$ cat src/rtl/reset_seq_pkg.sv
// -----------------------------------------------------------------------------
// reset_seq_pkg
// Shared definitions for the reset sequencer:
//   - state_t       : sequencer FSM states (HOLD, RELEASE, RUN)
//   - *_MAX         : largest legal value of each counted quantity
//   - cnt_w()       : width of a counter that must hold values 0..max_val
// No ports (package).
// -----------------------------------------------------------------------------
package reset_seq_pkg;

  typedef enum logic [1:0] {
    HOLD    = 2'd0,
    RELEASE = 2'd1,
    RUN     = 2'd2
  } state_t;

  // Upper bounds of the quantities the counters track.
  localparam int HOLD_CYCLES_MAX = 65535;
  localparam int GAP_CYCLES_MAX  = 255;
  localparam int NUM_OUT_MAX     = 16;
  localparam int IDX_MAX         = NUM_OUT_MAX - 1;

  // $clog2(max)+1 bits always hold the value max itself, so a counter sized
  // this way can sit at its terminal value without wrapping.
  function automatic int cnt_w(input int max_val);
    return $clog2(max_val) + 1;
  endfunction

endpackage

$ cat src/rtl/req_sync.sv
// -----------------------------------------------------------------------------
// req_sync
// Multi-flop synchronizer bringing an asynchronous level into the clk domain.
// Ports:
//   clk : clock
//   rst : synchronous active-high reset, clears every stage to 0
//   d   : asynchronous input level
//   q   : synchronized level, SYNC_STAGES cycles behind d
// -----------------------------------------------------------------------------
module req_sync #(
  parameter int SYNC_STAGES = 2
) (
  input  logic clk,
  input  logic rst,
  input  logic d,
  output logic q
);

  logic [SYNC_STAGES-1:0] sync_reg;

  always_ff @(posedge clk) begin
    if (rst) begin
      sync_reg <= '0;
    end else begin
      sync_reg <= {sync_reg[SYNC_STAGES-2:0], d};
    end
  end

  assign q = sync_reg[SYNC_STAGES-1];

endmodule

$ cat src/rtl/reset_sequencer.sv
// -----------------------------------------------------------------------------
// reset_sequencer
// Holds NUM_OUT downstream resets asserted until the request has been low for
// HOLD_CYCLES consecutive cycles, then releases them one at a time (bit 0
// first) every GAP_CYCLES cycles. Any request re-asserts all outputs.
// Ports:
//   clk    : clock
//   rst    : synchronous active-high reset
//   req_i  : asynchronous, level-sensitive reset request (active-high)
//   rst_o  : per-domain resets, active-high, straight from flops
//   busy_o : high while any rst_o bit is high
//   done_o : one-cycle pulse on the cycle the last rst_o bit falls
// -----------------------------------------------------------------------------
module reset_sequencer
  import reset_seq_pkg::*;
#(
  parameter int NUM_OUT     = 4,
  parameter int SYNC_STAGES = 2,
  parameter int HOLD_CYCLES = 16,
  parameter int GAP_CYCLES  = 4
) (
  input  logic               clk,
  input  logic               rst,
  input  logic               req_i,
  output logic [NUM_OUT-1:0] rst_o,
  output logic               busy_o,
  output logic               done_o
);

  localparam int HOLD_W = cnt_w(HOLD_CYCLES);
  localparam int GAP_W  = cnt_w(GAP_CYCLES);
  localparam int IDX_W  = cnt_w(NUM_OUT - 1);

  localparam logic [HOLD_W-1:0]  HOLD_LAST = HOLD_W'(HOLD_CYCLES);
  localparam logic [GAP_W-1:0]   GAP_LAST  = GAP_W'(GAP_CYCLES);
  localparam logic [IDX_W-1:0]   IDX_LAST  = IDX_W'(NUM_OUT - 1);
  localparam logic [NUM_OUT-1:0] ALL_ONES  = '1;

  logic req_s;

  req_sync #(
    .SYNC_STAGES(SYNC_STAGES)
  ) u_req_sync (
    .clk(clk),
    .rst(rst),
    .d  (req_i),
    .q  (req_s)
  );

  state_t              state_reg, state_next;
  logic [HOLD_W-1:0]   hold_reg,  hold_next;
  logic [GAP_W-1:0]    gap_reg,   gap_next;
  logic [IDX_W-1:0]    idx_reg,   idx_next;
  logic [NUM_OUT-1:0]  rst_reg,   rst_next;
  logic                done_reg,  done_next;

  always_ff @(posedge clk) begin
    if (rst) begin
      state_reg <= HOLD;
      hold_reg  <= '0;
      gap_reg   <= '0;
      idx_reg   <= '0;
      rst_reg   <= '1;
      done_reg  <= 1'b0;
    end else begin
      state_reg <= state_next;
      hold_reg  <= hold_next;
      gap_reg   <= gap_next;
      idx_reg   <= idx_next;
      rst_reg   <= rst_next;
      done_reg  <= done_next;
    end
  end

  always_comb begin
    state_next = state_reg;
    hold_next  = hold_reg;
    gap_next   = gap_reg;
    idx_next   = idx_reg;
    rst_next   = rst_reg;
    done_next  = 1'b0;

    case (state_reg)
      HOLD: begin
        rst_next = '1;
        gap_next = '0;
        idx_next = '0;
        if (req_s) begin
          hold_next = '0;
        end else begin
          if (hold_reg < HOLD_LAST) begin
            hold_next = hold_reg + 1'b1;
          end
          // The release is registered on the same edge the counter reaches
          // its target, so rst_o[0] is already low in that cycle.
          if (hold_next == HOLD_LAST) begin
            hold_next = '0;
            rst_next  = ALL_ONES << 1;
            if (NUM_OUT == 1) begin
              done_next  = 1'b1;
              state_next = RUN;
            end else begin
              state_next = RELEASE;
            end
          end
        end
      end

      RELEASE: begin
        if (req_s) begin
          state_next = HOLD;
          rst_next   = '1;
          hold_next  = '0;
          gap_next   = '0;
          idx_next   = '0;
        end else begin
          if (gap_reg < GAP_LAST) begin
            gap_next = gap_reg + 1'b1;
          end
          if (gap_next == GAP_LAST) begin
            gap_next = '0;
            if (idx_reg < IDX_LAST) begin
              idx_next = idx_reg + 1'b1;
            end
            // Released bits form a contiguous low run from bit 0, so one
            // more release is a left shift.
            rst_next = rst_reg << 1;
            if (idx_next == IDX_LAST) begin
              done_next  = 1'b1;
              state_next = RUN;
            end
          end
        end
      end

      RUN: begin
        rst_next = '0;
        if (req_s) begin
          state_next = HOLD;
          rst_next   = '1;
          hold_next  = '0;
        end
      end

      default: begin
        state_next = HOLD;
        rst_next   = '1;
        hold_next  = '0;
        gap_next   = '0;
        idx_next   = '0;
      end
    endcase
  end

  assign rst_o  = rst_reg;
  assign busy_o = |rst_reg;
  assign done_o = done_reg;

endmodule

$ cat config.mk
export PLATFORM = sky130hd
export DESIGN_NAME = reset_sequencer
export DESIGN_NICKNAME = d
export VERILOG_FILES = /design/src/rtl/reset_seq_pkg.sv /design/src/rtl/req_sync.sv /design/src/rtl/reset_sequencer.sv
export SDC_FILE = /design/constraint.sdc
export NUM_CORES = 1
export LEC_CHECK = 0
export CAP_MARGIN = 40
export CORE_MARGIN = 3
export CORE_UTILIZATION = 55
export DETAILED_ROUTE_END_ITERATION = 16
export DONT_BUFFER_PORTS = 1
export PLACE_DENSITY = 0.7
export SLEW_MARGIN = 20
export SYNTH_ARGS = -nofsm -noshare
export SYNTH_HDL_FRONTEND = slang
export SYNTH_SLANG_ARGS = --single-unit
$ cat constraint.sdc
create_clock -name clk -period 4.75 [get_ports clk]
set_input_delay 0.475 -clock clk [delete_from_list [all_inputs] [get_ports clk]]
set_output_delay 0.475 -clock clk [all_outputs]
set_load 0.05 [all_outputs]
==> flow_summary.ini, run 1 <==
[pwr]
peakVddDrop_mv = 0.174
leakagePower_nw = 0.483
power.total_mw = 0.351
powerDensity_nw_per_um2 = 277

[clocking]
cts_sinks = 20
post_cts_buffers = 0
clk_pin_slew_ps = 110
post_cts_resized = 0
ctsLongestPathBuffers = 2
root_buffer = clkbuf_4
cts_buffers = 3
htreeDepth = 1
cts_hold_buf = 0
insertion_delay_ps = 300
cts_tree = yes

[sta]
finalCriticalPeriod_ps = 2130
finalHoldViolations = 0
fmax_mhz = 469
grt_setup_unrepaired = no
skew_ps = 5.77
relSlewSlack = 0.612
setup_viol = 0
slew_violations = 0
fin_crit_sh = 0.448
tns_ps = 0
tightest_slew_ps = 582

[place]
dp_hpwl_um = 1650
routabilityCongestion = 0.804
port_buffers = 0

[floorplan]
io_pins = 9
start_util = 0.610
core_region_area_um2 = 2060
fp-row-count = 16
die_y_um = 53.8
die_x_um = 53.8
die_area_um2 = 2900

[detailed_routing]
detail-route-antenna-nets = 0
firstDrtPassIters = 4
wl_per_cell_um = 14.3
via_per_inst = 6.04
drc = 0
drtIter0Drc = 14
num_vias = 960
wirelength_um = 2270

[synthesis]
synth_seq_area_share = 0.318
avgSynthCellArea_um2 = 9.18
yosysTopAreaCell = dfxtp_1
async_flop_share = 0
syn_inst = 137
synth-edff-count = 0
synth_area_um2 = 1260
ys_ff_latch = 20
synth_ff_type = dfxtp_1
syn-num-nets = 147
synth_top_cells_by_area = dfxtp_1 (32%), ha_1 (7.0%), nor3_1 (4.4%)
yosysUniqueCellTypes = 47
synth_warnings = 0
yosysTopAreaCellShare = 0.318

[cells_and_area]
final_nets = 144
final_cell_mix = dfxtp_1 (20), nor2_1 (11), nor3_1 (11)
area_delta_synth_final_pct = 0.796
antenna_cells = 0
drive_gt1_frac = 0.136
fillers = 186
layout.cells.most_common = dfxtp_1
largest_register_ffs = 5

[outcome]
status = complete, no violations

[run]
drv_cap = 0

[worst_setup_path]
start_kind = register
crit_path_cell_trace = or4_1
critPathTopFamily = simple AND/OR/NAND/NOR gates
crit_required_ps = 4280
worstPathMaxFanout = 4
worstSetupEndpointType = output port
slowest_delay_ps = 850
critPathBufInv = 0
criticalPathCategory = reg -> out
r2r_slack_ps = 2880
arrival_ps = 1660
critical_path.slowest_cell = or4_1

[grt]
grt_pass1_wl_um = 3770
track_usage = 0.175
antenna_found_initial = 0
grt_max_degree = 21
overflow = 0
grt_pass1_vias = 882

[min_path]
hold_class = in -> reg
final timing paths:
check                           cells after the start                      to                   start
worst max-delay path                                1                  busy_o                rst_o[0]
worst min-delay path                                1              idx_reg[1]                     rst
worst max register to register                      6            state_reg[0]              gap_reg[0]
worst min register to register                      1  u_req_sync.sync_reg[1]  u_req_sync.sync_reg[0]
worst reg2reg max path: stages (launching register included):
cell     delay, ps
dfxtp_1        430
ha_1           290
nor3b_2        300
a21oi_4        160
o41ai_4        360
and2b_1        190
nor3_2          50
cell families after synthesis:
family	synth area share
AND/OR/NAND/NOR	0.252
AO/OA/AOI/OAI	0.236
flip-flops	0.318
buffers and inverters	0.0637
adder cells (fa/ha/maj)	0.0696
multiplexers	0.0408
XOR/XNOR	0.0199
layer usage:
layer | share of wire | wire length [um] | GRT usage | up-vias
met4 | 0.011 | 24 | 0.0638 | 0
met1 | 0.47 | 1080 | 0.220 | 456
met5 | 0 | 0 | 0 | -
met2 | 0.48 | 1100 | 0.288 | 9
li1 | - | - | - | 491
met3 | 0.030 | 68 | 0.0416 | 4
final cells by class:
type | instances | area, um2 | share of cell area
well taps | 27 | 33.8 | 0.0267
multi-input cells | 100 | 777 | 0.613
inverters | 9 | 33.8 | 0.0267
clock buffers | 3 | 22.5 | 0.0178
flip-flops and latches | 20 | 400 | 0.316
synthesized netlist by cell type, types with 2 or more instances:
cell	instances
nor2b_1	4
nor3b_1	2
o21ai_1	2
clkbuf_1	3
ha_1	7
nor3_1	11
a22oi_1	4
nor3_2	2
a21oi_1	9
nor2_1	11
inv_1	9
or3_1	2
nor3b_2	2
nand2_1	3
mux2i_1	4
buf_4	2
nand2b_1	6
o21ai_0	5
dfxtp_1	20
a2111oi_2	2
metrics by stage:
step,hold WS (ps),util,setup WS [ps],cells,area [um2]
after detailed placement,422,0.604,2910,156,1240
after global placement,433,0.604,2960,156,1240
after global routing,211,0.615,2580,159,1270
after floorplan,414,-,2980,137,1260
final,228,0.615,2620,159,1270
after CTS,218,0.615,2610,159,1270
power by group:
| group | total (mW) | leakage (nW) | internal (mW) | switching (mW) |
|---|---|---|---|---|
| Sequential | 0.201 | 0.162 | 0.177 | 0.0241 |
| Clock | 0.0784 | 0.0138 | 0.0296 | 0.0489 |
| Combinational | 0.0713 | 0.307 | 0.0317 | 0.0396 |
| Total | 0.351 | 0.483 | 0.238 | 0.113 |
Note: power is estimated with default switching activity, not from simulation.
==> run 2: changes to the inputs <==
--- a/config.mk
+++ b/config.mk
@@ -10,7 +10,7 @@
 export CORE_UTILIZATION = 55
 export DETAILED_ROUTE_END_ITERATION = 16
 export DONT_BUFFER_PORTS = 1
-export PLACE_DENSITY = 0.7
+export PLACE_DENSITY = 0.73
 export SLEW_MARGIN = 20
 export SYNTH_ARGS = -nofsm -noshare
 export SYNTH_HDL_FRONTEND = slang
==> constraint.sdc (replaced) <==
create_clock -name clk -period 1.8 [get_ports clk]
set_input_delay 0.18 -clock clk [delete_from_list [all_inputs] [get_ports clk]]
set_output_delay 0.18 -clock clk [all_outputs]
set_load 0.05 [all_outputs]
==> flow_summary.ini, run 2 (synthesized netlist as in run 1, its figures left out) <==
[floorplan]
die_x_um = 53.8
io_pins = 9
die_y_um = 53.8
fp-row-count = 16
start_util = 0.610
core_region_area_um2 = 2060
die_area_um2 = 2900

[cells_and_area]
largest_register_ffs = 5
final_cell_mix = dfxtp_1 (18), nor2_1 (11), nor3_1 (11), buf_4 (11), inv_1 (9)
area_delta_synth_final_pct = 10.4
layout.cells.most_common = dfxtp_1
final_nets = 156
antenna_cells = 0
drive_gt1_frac = 0.236
fillers = 176
utilization = 0.674

[sta]
fin_crit_sh = 0.962
tns_ps = 0
grt_setup_unrepaired = yes
relSlewSlack = 0.498
finalHoldViolations = 0
setup_viol = 0
slew_violations = 0
finalCriticalPeriod_ps = 1730
fmax_mhz = 578
skew_ps = 4.67
tightest_slew_ps = 751

[pwr]
power.internal_mw = 0.654
powerDensity_nw_per_um2 = 698
peakVddDrop_mv = 0.459
leakagePower_nw = 0.539
switching_share = 0.325
power_frac_seq = 0.500
p_sw_mw = 0.315
p_clk_frac = 0.213
combPwrFrac = 0.287

[clocking]
insertion_delay_ps = 290
ctsLongestPathBuffers = 2
htreeDepth = 1
cts_buffers = 3
cts_tree = yes
cts_sinks = 20
clk_pin_slew_ps = 110
root_buffer = clkbuf_4

[worst_setup_path]
crit_path_cell_trace = ha_4 > nor3b_4 > a21oi_4 > o41ai_4 > and2b_1 > nor3_2
worstSetupEndpointType = register
worstPathMaxFanout = 8
arrival_ps = 1890
crit_required_ps = 1960
start_kind = register
criticalPathCategory = reg -> reg
slowest_delay_ps = 410
critical_path.slowest_cell = o41ai_4

[grt]
antenna_found_initial = 0
grt_pass1_vias = 873
grt_pass1_wl_um = 3920
track_usage = 0.184
grt_max_degree = 20
overflow = 0

[detailed_routing]
wl_per_cell_um = 13.9
via_per_inst = 5.81
drtIter0Drc = 19
drc = 0
num_vias = 993
firstDrtPassIters = 4
detail-route-antenna-nets = 0
wirelength_um = 2380

[min_path]
hold_class = in -> reg

[run]
drv_cap = 0

[place]
routabilityCongestion = 0.726
dp_hpwl_um = 1760
port_buffers = 0

[outcome]
status = complete, no violations
run 2: cell count changes in the layout (fill, tap and decap cells not counted), sizes merged:
| cell | delta |
|---|---|
| buf | +11 |
| dlygate4sd3 | +1 |
run 2: layer usage:
metal	part of all wire	vias up	GRT usage
li1	-	507	-
met1	0.49	470	0.257
met2	0.47	14	0.288
met3	0.032	2	0.0249
met4	0.0093	0	0.0638
met5	0	-	0
run 2: stage by stage:
| stage | cells | power, mW | hold slack [ps] | setup WS, ps | instance area (um2) |
|---|---|---|---|---|---|
| after detailed placement | 166 | 0.760 | 255 | 54.7 | 1320 |
| after CTS | 170 | 0.977 | 5.82 | 10.7 | 1350 |
| after floorplan | 137 | 0.702 | 308 | 105 | 1260 |
| final | 171 | 0.969 | 11.8 | 68.7 | 1390 |
| after global placement | 166 | 0.750 | 255 | 94.4 | 1320 |
| after global routing | 171 | 1.03 | 1.36 | -30.7 | 1390 |
run 2: area by class of cell:
cell class	count	area [um2]	share of cell area
Sequential cell	20	405	0.292
Inverter	9	33.8	0.0243
Clock buffer	3	22.5	0.0162
Multi-Input combinational cell	100	801	0.577
Timing Repair Buffer	12	92.6	0.0667
Tap cell	27	33.8	0.0243
run 2: final timing paths:
check	startpoint	end	slack [ps]	cells past startpoint
max reg2reg	gap_reg[0]	state_reg[0]	70	6
max	gap_reg[0]	state_reg[0]	70	6
min	req_i	u_req_sync.sync_reg[0]	10	1
min reg2reg	u_req_sync.sync_reg[0]	u_req_sync.sync_reg[1]	480	1
run 2: power by group through the flow:
stage	clock network [mW]	logic (mW)	registers [mW]
3_3_place_gp	0	0.256	0.495
3_5_place_dp	0	0.264	0.496
4_1_cts	0.218	0.273	0.486
5_1_grt	0.234	0.304	0.488
6_report	0.206	0.278	0.484
2_1_floorplan	0	0.176	0.526
run 2: worst max-delay path: cells and delay by family (launching register included):
kind / cells / cell delay, ps
compound gates: 2 / 540
fa+ha+maj: 1 / 240
flops: 1 / 350
simple gates: 3 / 480
run 2: timing repair:
item                       in CTS  in global routing
setup endpoints to repair       0                  9
buffers inserted                0                  1
resized for setup               0                  7
hold buffers                    1                  0
hold endpoints to repair       19                  0
